`config.mk`:
```
export PLATFORM = sky130hd
export DESIGN_NAME = seq_control_fsm
export DESIGN_NICKNAME = d
export VERILOG_FILES = /design/src/rtl/cpu_ctrl_pkg.sv /design/src/rtl/imm_gen.sv /design/src/rtl/seq_control_fsm.sv
export SDC_FILE = /design/constraint.sdc
export NUM_CORES = 1
export LEC_CHECK = 0
export ABC_CLOCK_PERIOD_IN_PS = 4100
export CAP_MARGIN = 10
export CORE_MARGIN = 3
export CORE_UTILIZATION = 40
export CTS_CLUSTER_DIAMETER = 100
export DETAILED_ROUTE_END_ITERATION = 7
export PLACE_DENSITY_LB_ADDON = 0.12
export SYNTH_ARGS = -nofsm -noshare
export SYNTH_HDL_FRONTEND = slang
export SYNTH_HIERARCHICAL = 1
export SYNTH_SLANG_ARGS = --single-unit
export TNS_END_PERCENT = 50
```
`constraint.sdc`:
```
create_clock -name clk -period 4.1 [get_ports clk]
set_input_delay 1.23 -clock clk [delete_from_list [all_inputs] [get_ports clk]]
set_output_delay 1.23 -clock clk [all_outputs]
set_load 0.01 [all_outputs]
```
`src/rtl/cpu_ctrl_pkg.sv`:
```
// Shared decode constants, ALU op encodings, FSM state type and the instruction
// classifier used by seq_control_fsm and imm_gen.
package cpu_ctrl_pkg;

    localparam logic [6:0] OPC_R  = 7'b0110011;
    localparam logic [6:0] OPC_I  = 7'b0010011;
    localparam logic [6:0] OPC_LD = 7'b0000011;
    localparam logic [6:0] OPC_SD = 7'b0100011;
    localparam logic [6:0] OPC_BR = 7'b1100011;

    localparam logic [2:0] F3_ADD  = 3'b000;
    localparam logic [2:0] F3_SLL  = 3'b001;
    localparam logic [2:0] F3_SLT  = 3'b010;
    localparam logic [2:0] F3_SLTU = 3'b011;
    localparam logic [2:0] F3_XOR  = 3'b100;
    localparam logic [2:0] F3_SR   = 3'b101;
    localparam logic [2:0] F3_OR   = 3'b110;
    localparam logic [2:0] F3_AND  = 3'b111;
    localparam logic [2:0] F3_DW   = 3'b011;
    localparam logic [2:0] F3_BEQ  = 3'b000;
    localparam logic [2:0] F3_BNE  = 3'b001;
    localparam logic [2:0] F3_BLT  = 3'b100;
    localparam logic [2:0] F3_BGE  = 3'b101;
    localparam logic [2:0] F3_BLTU = 3'b110;
    localparam logic [2:0] F3_BGEU = 3'b111;

    localparam logic [6:0] F7_BASE = 7'b0000000;
    localparam logic [6:0] F7_ALT  = 7'b0100000;
    localparam logic [5:0] F6_BASE = 6'b000000;
    localparam logic [5:0] F6_ALT  = 6'b010000;

    localparam logic [31:0] WORD_ECALL  = 32'h0000_0073;
    localparam logic [31:0] WORD_EBREAK = 32'h0010_0073;

    typedef enum logic [3:0] {
        ALU_AND  = 4'b0000, ALU_OR  = 4'b0001, ALU_ADD = 4'b0010, ALU_SLL = 4'b0011,
        ALU_SRL  = 4'b0100, ALU_SRA = 4'b0101, ALU_SUB = 4'b0110, ALU_SLTU = 4'b0111,
        ALU_SLT  = 4'b1000, ALU_XOR = 4'b1001, ALU_EQ  = 4'b1010, ALU_NE  = 4'b1011
    } alu_op_e;

    typedef enum logic [2:0] {FETCH, DECODE, EXECUTE, MEMORY, WRITEBACK, HALT} state_e;

    typedef enum logic [1:0] {KIND_ALU, KIND_LOAD, KIND_STORE, KIND_BRANCH} kind_e;

    typedef struct packed {
        kind_e   kind;
        alu_op_e alu_op;
        logic    alu_src;
        logic    br_inv;   // branch condition is the complement of the ALU compare
        logic    ovf_ok;   // ADD/SUB/ADDI: signed overflow is meaningful
        logic    sys;
        logic    bad;
    } dec_t;

    function automatic alu_op_e f3_to_alu(input logic [2:0] f3, input logic alt);
        case (f3)
            F3_ADD:  return alt ? ALU_SUB : ALU_ADD;
            F3_SLL:  return ALU_SLL;
            F3_SLT:  return ALU_SLT;
            F3_SLTU: return ALU_SLTU;
            F3_XOR:  return ALU_XOR;
            F3_SR:   return alt ? ALU_SRA : ALU_SRL;
            F3_OR:   return ALU_OR;
            default: return ALU_AND;
        endcase
    endfunction

    function automatic dec_t decode_instr(input logic [31:0] ir);
        dec_t       d;
        logic [2:0] f3;
        f3 = ir[14:12];
        d  = '{kind: KIND_ALU, alu_op: ALU_ADD, alu_src: 1'b0, br_inv: 1'b0,
               ovf_ok: 1'b0, sys: 1'b0, bad: 1'b0};
        case (ir[6:0])
            OPC_R: begin
                d.alu_op = f3_to_alu(f3, ir[30]);
                if (ir[31:25] == F7_ALT) d.bad = !(f3 == F3_ADD || f3 == F3_SR);
                else                     d.bad = (ir[31:25] != F7_BASE);
                d.ovf_ok = (f3 == F3_ADD);
            end
            OPC_I: begin
                d.alu_src = 1'b1;
                d.alu_op  = f3_to_alu(f3, (f3 == F3_SR) && ir[30]);
                if (f3 == F3_SLL)     d.bad = (ir[31:26] != F6_BASE);
                else if (f3 == F3_SR) d.bad = !(ir[31:26] == F6_BASE || ir[31:26] == F6_ALT);
                d.ovf_ok = (f3 == F3_ADD);
            end
            OPC_LD: begin
                d.kind    = KIND_LOAD;
                d.alu_src = 1'b1;
                d.bad     = (f3 != F3_DW);
            end
            OPC_SD: begin
                d.kind    = KIND_STORE;
                d.alu_src = 1'b1;
                d.bad     = (f3 != F3_DW);
            end
            OPC_BR: begin
                d.kind   = KIND_BRANCH;
                d.br_inv = (f3 == F3_BGE) || (f3 == F3_BGEU);
                case (f3)
                    F3_BEQ:          d.alu_op = ALU_EQ;
                    F3_BNE:          d.alu_op = ALU_NE;
                    F3_BLT, F3_BGE:  d.alu_op = ALU_SLT;
                    F3_BLTU, F3_BGEU: d.alu_op = ALU_SLTU;
                    default:         d.bad = 1'b1;
                endcase
            end
            default: begin
                d.sys = (ir == WORD_ECALL) || (ir == WORD_EBREAK);
                d.bad = !d.sys;
            end
        endcase
        return d;
    endfunction

endpackage

```
`src/rtl/imm_gen.sv`:
```
// Sign-extended immediate extraction for I, S and B formats (I is the default).
module imm_gen
    import cpu_ctrl_pkg::*;
#(
    parameter int XLEN = 64
) (
    input  logic [31:0]     instr,
    output logic [XLEN-1:0] imm
);

    logic [12:0] imm_low;
    logic        unused_bits;

    always_comb begin
        case (instr[6:0])
            OPC_SD:  imm_low = {instr[31], instr[31:25], instr[11:7]};
            OPC_BR:  imm_low = {instr[31], instr[7], instr[30:25], instr[11:8], 1'b0};
            default: imm_low = {instr[31], instr[31:20]};
        endcase
    end

    assign imm[12:0]   = imm_low;
    assign unused_bits = ^instr[19:12];

    genvar gi;
    generate
        for (gi = 13; gi < XLEN; gi++) begin : g_sext
            assign imm[gi] = imm_low[12];
        end
    endgenerate

endmodule

```
`src/rtl/seq_control_fsm.sv`:
```
// Multi-cycle control FSM for the sequential RV64 core.
// Define OVERFLOW_TRAP_EN to halt on signed overflow of ADD/SUB/ADDI (adds ovf_trap port).
module seq_control_fsm #(
    parameter int XLEN        = 64,
    parameter int MEM_TIMEOUT = 16,
    parameter int CNT_W       = 32
) (
    input  logic             clk,
    input  logic             reset,
    input  logic [31:0]      instr,
    input  logic             instr_valid,
    input  logic [XLEN-1:0]  alu_result,
    input  logic             alu_overflow,
    input  logic             dmem_ready,
    output logic             imem_req,
    output logic [4:0]       rs1_addr,
    output logic [4:0]       rs2_addr,
    output logic [4:0]       rd_addr,
    output logic [XLEN-1:0]  imm,
    output logic             alu_src,
    output logic [3:0]       alu_op,
    output logic             branch,
    output logic             mem_read,
    output logic             mem_write,
    output logic             mem_to_reg,
    output logic             reg_write,
    output logic             pc_en,
    output logic             pc_src,
    output logic             halted,
    output logic             illegal,
    output logic             bus_err,
    output logic [CNT_W-1:0] retired
`ifdef OVERFLOW_TRAP_EN
    ,
    output logic             ovf_trap
`endif
);
    import cpu_ctrl_pkg::*;

    localparam int TW = (MEM_TIMEOUT > 1) ? $clog2(MEM_TIMEOUT) : 1;
    localparam logic [TW-1:0] TMO_LAST = TW'(MEM_TIMEOUT - 1);

    state_e            state_reg, state_next;
    logic [31:0]       ir_reg;
    dec_t              dec;
    logic [XLEN-1:0]   imm_dec;
    kind_e             kind_reg;
    logic              br_inv_reg;
    logic [4:0]        rs1_addr_reg, rs2_addr_reg, rd_addr_reg;
    logic [XLEN-1:0]   imm_reg;
    alu_op_e           alu_op_reg;
    logic              alu_src_reg, branch_reg, mem_to_reg_reg;
    logic [TW-1:0]     tmo_cnt_reg;
    logic [CNT_W-1:0]  retired_reg;
    logic              illegal_reg, bus_err_reg;
    logic              taken, tmo_hit, ovf_halt, retire_en;
    logic              unused_bits;

    assign dec     = decode_instr(ir_reg);
    assign taken   = alu_result[0] ^ br_inv_reg;
    assign tmo_hit = (tmo_cnt_reg == TMO_LAST);

`ifdef OVERFLOW_TRAP_EN
    logic ovf_ok_reg, ovf_trap_reg;
    assign ovf_halt    = ovf_ok_reg && alu_overflow;
    assign ovf_trap    = ovf_trap_reg;
    assign unused_bits = ^alu_result[XLEN-1:1];
`else
    assign ovf_halt    = 1'b0;
    assign unused_bits = ^{alu_result[XLEN-1:1], alu_overflow, dec.ovf_ok};
`endif

    imm_gen #(.XLEN(XLEN)) u_imm_gen (
        .instr (ir_reg),
        .imm   (imm_dec)
    );

    always_ff @(posedge clk) begin
        if (reset) state_reg <= FETCH;
        else       state_reg <= state_next;
    end

    always_comb begin
        state_next = state_reg;
        case (state_reg)
            FETCH:     if (instr_valid) state_next = DECODE;
            DECODE:    state_next = (dec.sys || dec.bad) ? HALT : EXECUTE;
            EXECUTE: begin
                if (kind_reg == KIND_BRANCH)                            state_next = FETCH;
                else if (kind_reg == KIND_LOAD || kind_reg == KIND_STORE) state_next = MEMORY;
                else if (ovf_halt)                                      state_next = HALT;
                else                                                    state_next = WRITEBACK;
            end
            // A ready that arrives on the last allowed cycle still completes the access.
            MEMORY: begin
                if (dmem_ready)   state_next = (kind_reg == KIND_LOAD) ? WRITEBACK : FETCH;
                else if (tmo_hit) state_next = HALT;
            end
            WRITEBACK: state_next = FETCH;
            HALT:      state_next = HALT;
            default:   state_next = FETCH;
        endcase
    end

    always_comb begin
        imem_req  = 1'b0;
        mem_read  = 1'b0;
        mem_write = 1'b0;
        reg_write = 1'b0;
        pc_en     = 1'b0;
        pc_src    = 1'b0;
        retire_en = 1'b0;
        if (!reset) begin
            case (state_reg)
                FETCH: imem_req = 1'b1;
                EXECUTE: begin
                    if (kind_reg == KIND_BRANCH) begin
                        pc_en     = 1'b1;
                        pc_src    = taken;
                        retire_en = 1'b1;
                    end
                end
                MEMORY: begin
                    mem_read  = (kind_reg == KIND_LOAD);
                    mem_write = (kind_reg == KIND_STORE);
                    if (dmem_ready && kind_reg == KIND_STORE) begin
                        pc_en     = 1'b1;
                        retire_en = 1'b1;
                    end
                end
                WRITEBACK: begin
                    reg_write = (rd_addr_reg != 5'd0);
                    pc_en     = 1'b1;
                    retire_en = 1'b1;
                end
                default: ;
            endcase
        end
    end

    always_ff @(posedge clk) begin
        if (reset) begin
            ir_reg         <= '0;
            kind_reg       <= KIND_ALU;
            br_inv_reg     <= 1'b0;
            rs1_addr_reg   <= '0;
            rs2_addr_reg   <= '0;
            rd_addr_reg    <= '0;
            imm_reg        <= '0;
            alu_op_reg     <= ALU_AND;
            alu_src_reg    <= 1'b0;
            branch_reg     <= 1'b0;
            mem_to_reg_reg <= 1'b0;
            tmo_cnt_reg    <= '0;
            retired_reg    <= '0;
            illegal_reg    <= 1'b0;
            bus_err_reg    <= 1'b0;
        end else begin
            if (state_reg == FETCH && instr_valid) ir_reg <= instr;
            if (state_reg == DECODE) begin
                kind_reg       <= dec.kind;
                br_inv_reg     <= dec.br_inv;
                rs1_addr_reg   <= ir_reg[19:15];
                rs2_addr_reg   <= ir_reg[24:20];
                rd_addr_reg    <= ir_reg[11:7];
                imm_reg        <= imm_dec;
                alu_op_reg     <= dec.alu_op;
                alu_src_reg    <= dec.alu_src;
                branch_reg     <= (dec.kind == KIND_BRANCH);
                mem_to_reg_reg <= (dec.kind == KIND_LOAD);
                if (dec.bad) illegal_reg <= 1'b1;
            end
            if (state_reg == EXECUTE)
                tmo_cnt_reg <= '0;
            else if (state_reg == MEMORY && !dmem_ready && !tmo_hit)
                tmo_cnt_reg <= tmo_cnt_reg + 1'b1;
            if (state_reg == MEMORY && !dmem_ready && tmo_hit) bus_err_reg <= 1'b1;
            if (retire_en) retired_reg <= retired_reg + 1'b1;
        end
    end

`ifdef OVERFLOW_TRAP_EN
    always_ff @(posedge clk) begin
        if (reset) begin
            ovf_ok_reg   <= 1'b0;
            ovf_trap_reg <= 1'b0;
        end else begin
            if (state_reg == DECODE) ovf_ok_reg <= dec.ovf_ok && (dec.kind == KIND_ALU);
            if (state_reg == EXECUTE && ovf_halt) ovf_trap_reg <= 1'b1;
        end
    end
`endif

    assign rs1_addr   = rs1_addr_reg;
    assign rs2_addr   = rs2_addr_reg;
    assign rd_addr    = rd_addr_reg;
    assign imm        = imm_reg;
    assign alu_src    = alu_src_reg;
    assign alu_op     = alu_op_reg;
    assign branch     = branch_reg;
    assign mem_to_reg = mem_to_reg_reg;
    assign halted     = (state_reg == HALT);
    assign illegal    = illegal_reg;
    assign bus_err    = bus_err_reg;
    assign retired    = retired_reg;

endmodule

```
==> flow_summary.json <==
{
  "outcome": "complete, no violations",
  "path_class": "input pin to output port",
  "ys_seq_area_share_pct": 45.15,
  "num_antenna_cells": 0,
  "initial_core_util_pct": 41.24,
  "power_density_nw_per_um2": 471.9,
  "cts_hold_buf": 0,
  "drt-initial-drc-count": 380,
  "p_sw_share_pct": 31.43,
  "peakVddDrop_uv": 304.9,
  "setup-tns-final_ns": 0,
  "drv_slew": 0,
  "overflow": 0,
  "via_per_inst": 5.040,
  "ios": 228,
  "maxSlewHeadroom_pct": 31.57,
  "io_buffers": 163,
  "path_max_fanout": 3,
  "seqPwrFrac_pct": 43.0,
  "fmax_ghz": 0.2499,
  "die_x_um": 140.0,
  "antenna_left": 0,
  "syn-cell-area_um2": 7183,
  "antenna_found_initial": 0,
  "post_cts_buffers": 0,
  "drc_errors": 0,
  "power_switching_uw": 1350,
  "crit_path_start_kind": "input pin",
  "synth_edf_count": 0,
  "yosysTopAreaCell": "dfxtp_1",
  "ys_ff_latch": 162,
  "vias": 6103,
  "crit_path_end_kind": "output port",
  "cp.arrival_ns": 2.77,
  "ys.flop_type": "dfxtp_1",
  "numCtsBuffers": 17,
  "synthDistinctLibCells": 60,
  "drv_cap": 0,
  "fin_crit_ns": 4.001,
  "finalSetupViolations": 0,
  "place_area_um2": 8526,
  "clk_latency_ns": 0.42,
  "tightest_slew_ns": 1.026,
  "rsz0062_at_grt": "false",
  "yosysWarnings": 6,
  "p_int_uw": 2946,
  "grt_pass1_wl_um": 29150,
  "worstPathRequired_ns": 2.87,
  "syn_inst": 896,
  "syn_avg_cell_area_um2": 8.017,
  "synth_top_area_share_pct": 45.15,
  "synthToLayoutAreaGrowth_pct": 26.75,
  "nNetsFinal": 1080,
  "clk_pin_slew_worst_paths_ns": 0.06,
  "wl_um": 18000,
  "fp.dieH_um": 140.0,
  "cts-root-buf": "clkbuf_16",
  "design_area_um2": 9105,
  "routedWlPerCell_um": 14.87,
  "p_leak_uw": 0.003085,
  "rows": 48,
  "groute.usage.overall_pct": 18.12,
  "clock_power_share_pct": 36.5,
  "clock-sinks": 162,
  "post_cts_resize_count": 0,
  "largest_reg_flops": 64,
  "drive_above_1_share_pct": 6.592,
  "final-hold-violation-count": 0,
  "dpl.hpwl_um": 11680,
  "drtPass1Iterations": 5,
  "clock_path_buffers": 2,
  "grt_max_degree": 84,
  "grt_pass1_vias": 5557,
  "place_congestion": 0.7696,
  "tritoncts": "yes",
  "whs_ns": 0.4517,
  "dieArea_um2": 19600,
  "core_area_um2": 17420,
  "synthArstFlopShare_pct": 0,
  "synth_area_leaders": "dfxtp_1 (45%), nand2_1 (13%), a21oi_1 (9.8%)",
  "skew_ns": 0.01007,
  "worstHoldPathType": "flip-flop to flip-flop",
  "synth_fp_nets": 1003,
  "htreeDepth": 4,
  "p_comb_share_pct": 20.4,
  "timing.final.crit_share_pct": 97.59
}
-- final cells by class --
| cell class | instances | area, um^2 |
|---|---|---|
| Sequential cell | 162 | 3244 |
| Inverter | 10 | 37.54 |
| Timing Repair Buffer | 173 | 1717 |
| Clock buffer | 21 | 450.4 |
| Fill cell | 1707 | 8312 |
| Multi-Input combinational cell | 609 | 3246 |
| Tap cell | 225 | 281.5 |
| Clock inverter | 11 | 128.9 |
-- logic make-up after synthesis --
logic type / after synthesis / share of synthesized area, %
DFF: 162 / 45.15
and+or+nand+nor: 373 / 23.46
AOI/OAI and AO/OA: 199 / 16.09
adders and majority gates: 6 / 1.045
xor gates and xnor gates: 23 / 2.804
buffers and inverters: 125 / 9.963
muxes: 8 / 1.481
-- synthesized netlist by cell type, types with 3 or more instances --
cell and number:
nor4_1 6, a211oi_1 3, nand4_1 5, nand3_1 12, o211ai_1 6, nand2b_1 6, xor2_1 18, nand2_1 244
or3_1 16, nor2b_1 3, o32ai_1 3, o21ai_0 19, nor3b_1 3, and2_1 3, or4_1 4, dfxtp_1 162
inv_1 8, nor2_1 42, clkbuf_1 41, xnor2_1 5, a21oi_1 140, mux2_4 5, ha_1 6, buf_2 11
nor3_1 5, a22oi_1 4, nand3b_1 3, and3_1 7, o2111ai_1 7, buf_1 3, buf_4 58
-- power by group through the flow --
stage / logic, uW / registers (uW) / clock network, uW
after global placement: 882 / 1880 / 0
after floorplan: 663 / 1840 / 0
after CTS: 889 / 1850 / 1610
final: 877 / 1850 / 1570
after detailed placement: 886 / 1880 / 0
after global routing: 966 / 1870 / 1680
-- path summary, 6_finish.rpt --
path	start	endpoint	slack [ns]	cells after the start
min	imm[33]	imm[33]	0.45	2
min reg2reg	imm[33]	imm[33]	0.45	2
max reg2reg	state_reg[0]	state_reg[1]	1.58	5
max	dmem_ready	pc_en	0.1	6
-- worst max-delay path, cell delays in order --
cell             delay [ns]
clkdlybuf4s50_1        0.48
nand3_1                0.12
a21oi_4                0.20
nor2_1                 0.08
nor2_1                 0.10
clkdlybuf4s50_1        0.56
-- routing by layer --
| layer | share of wire, % | wire length (um) | vias up | global-route usage, % |
|---|---|---|---|---|
| li1 | - | - | 3126 | - |
| met1 | 46 | 8213 | 2810 | 23.64 |
| met2 | 47 | 8426 | 149 | 28.87 |
| met3 | 6.3 | 1140 | 18 | 5.941 |
| met4 | 1.2 | 223 | 0 | 5.150 |
| met5 | 0 | 0 | - | 0 |
-- stage by stage --
stage	power, uW	cells	utilization (%)	setup slack (ns)
CTS	4347	1211	52.28	0.08710
detailed placement	2770	1179	48.95	0.08922
finish	4296	1211	52.28	0.09866
global route	4515	1211	52.28	0.02164
floorplan	2506	896	-	0.6331
global placement	2763	1179	48.95	0.1064
-- cells in the final DEF, fill, tap and decap left out, types with 7 or more instances in the layout --
master / count
a21oi_1: 140
and3_1: 7
buf_4: 10
clkbuf_16: 17
clkdlybuf4s50_1: 162
dfxtp_1: 161
inv_1: 8
nand2_1: 244
nand3_1: 12
nor2_1: 42
o2111ai_1: 7
o21ai_0: 19
or3_1: 16
xor2_1: 18
No activity file was read; power rests on OpenSTA's default activity.
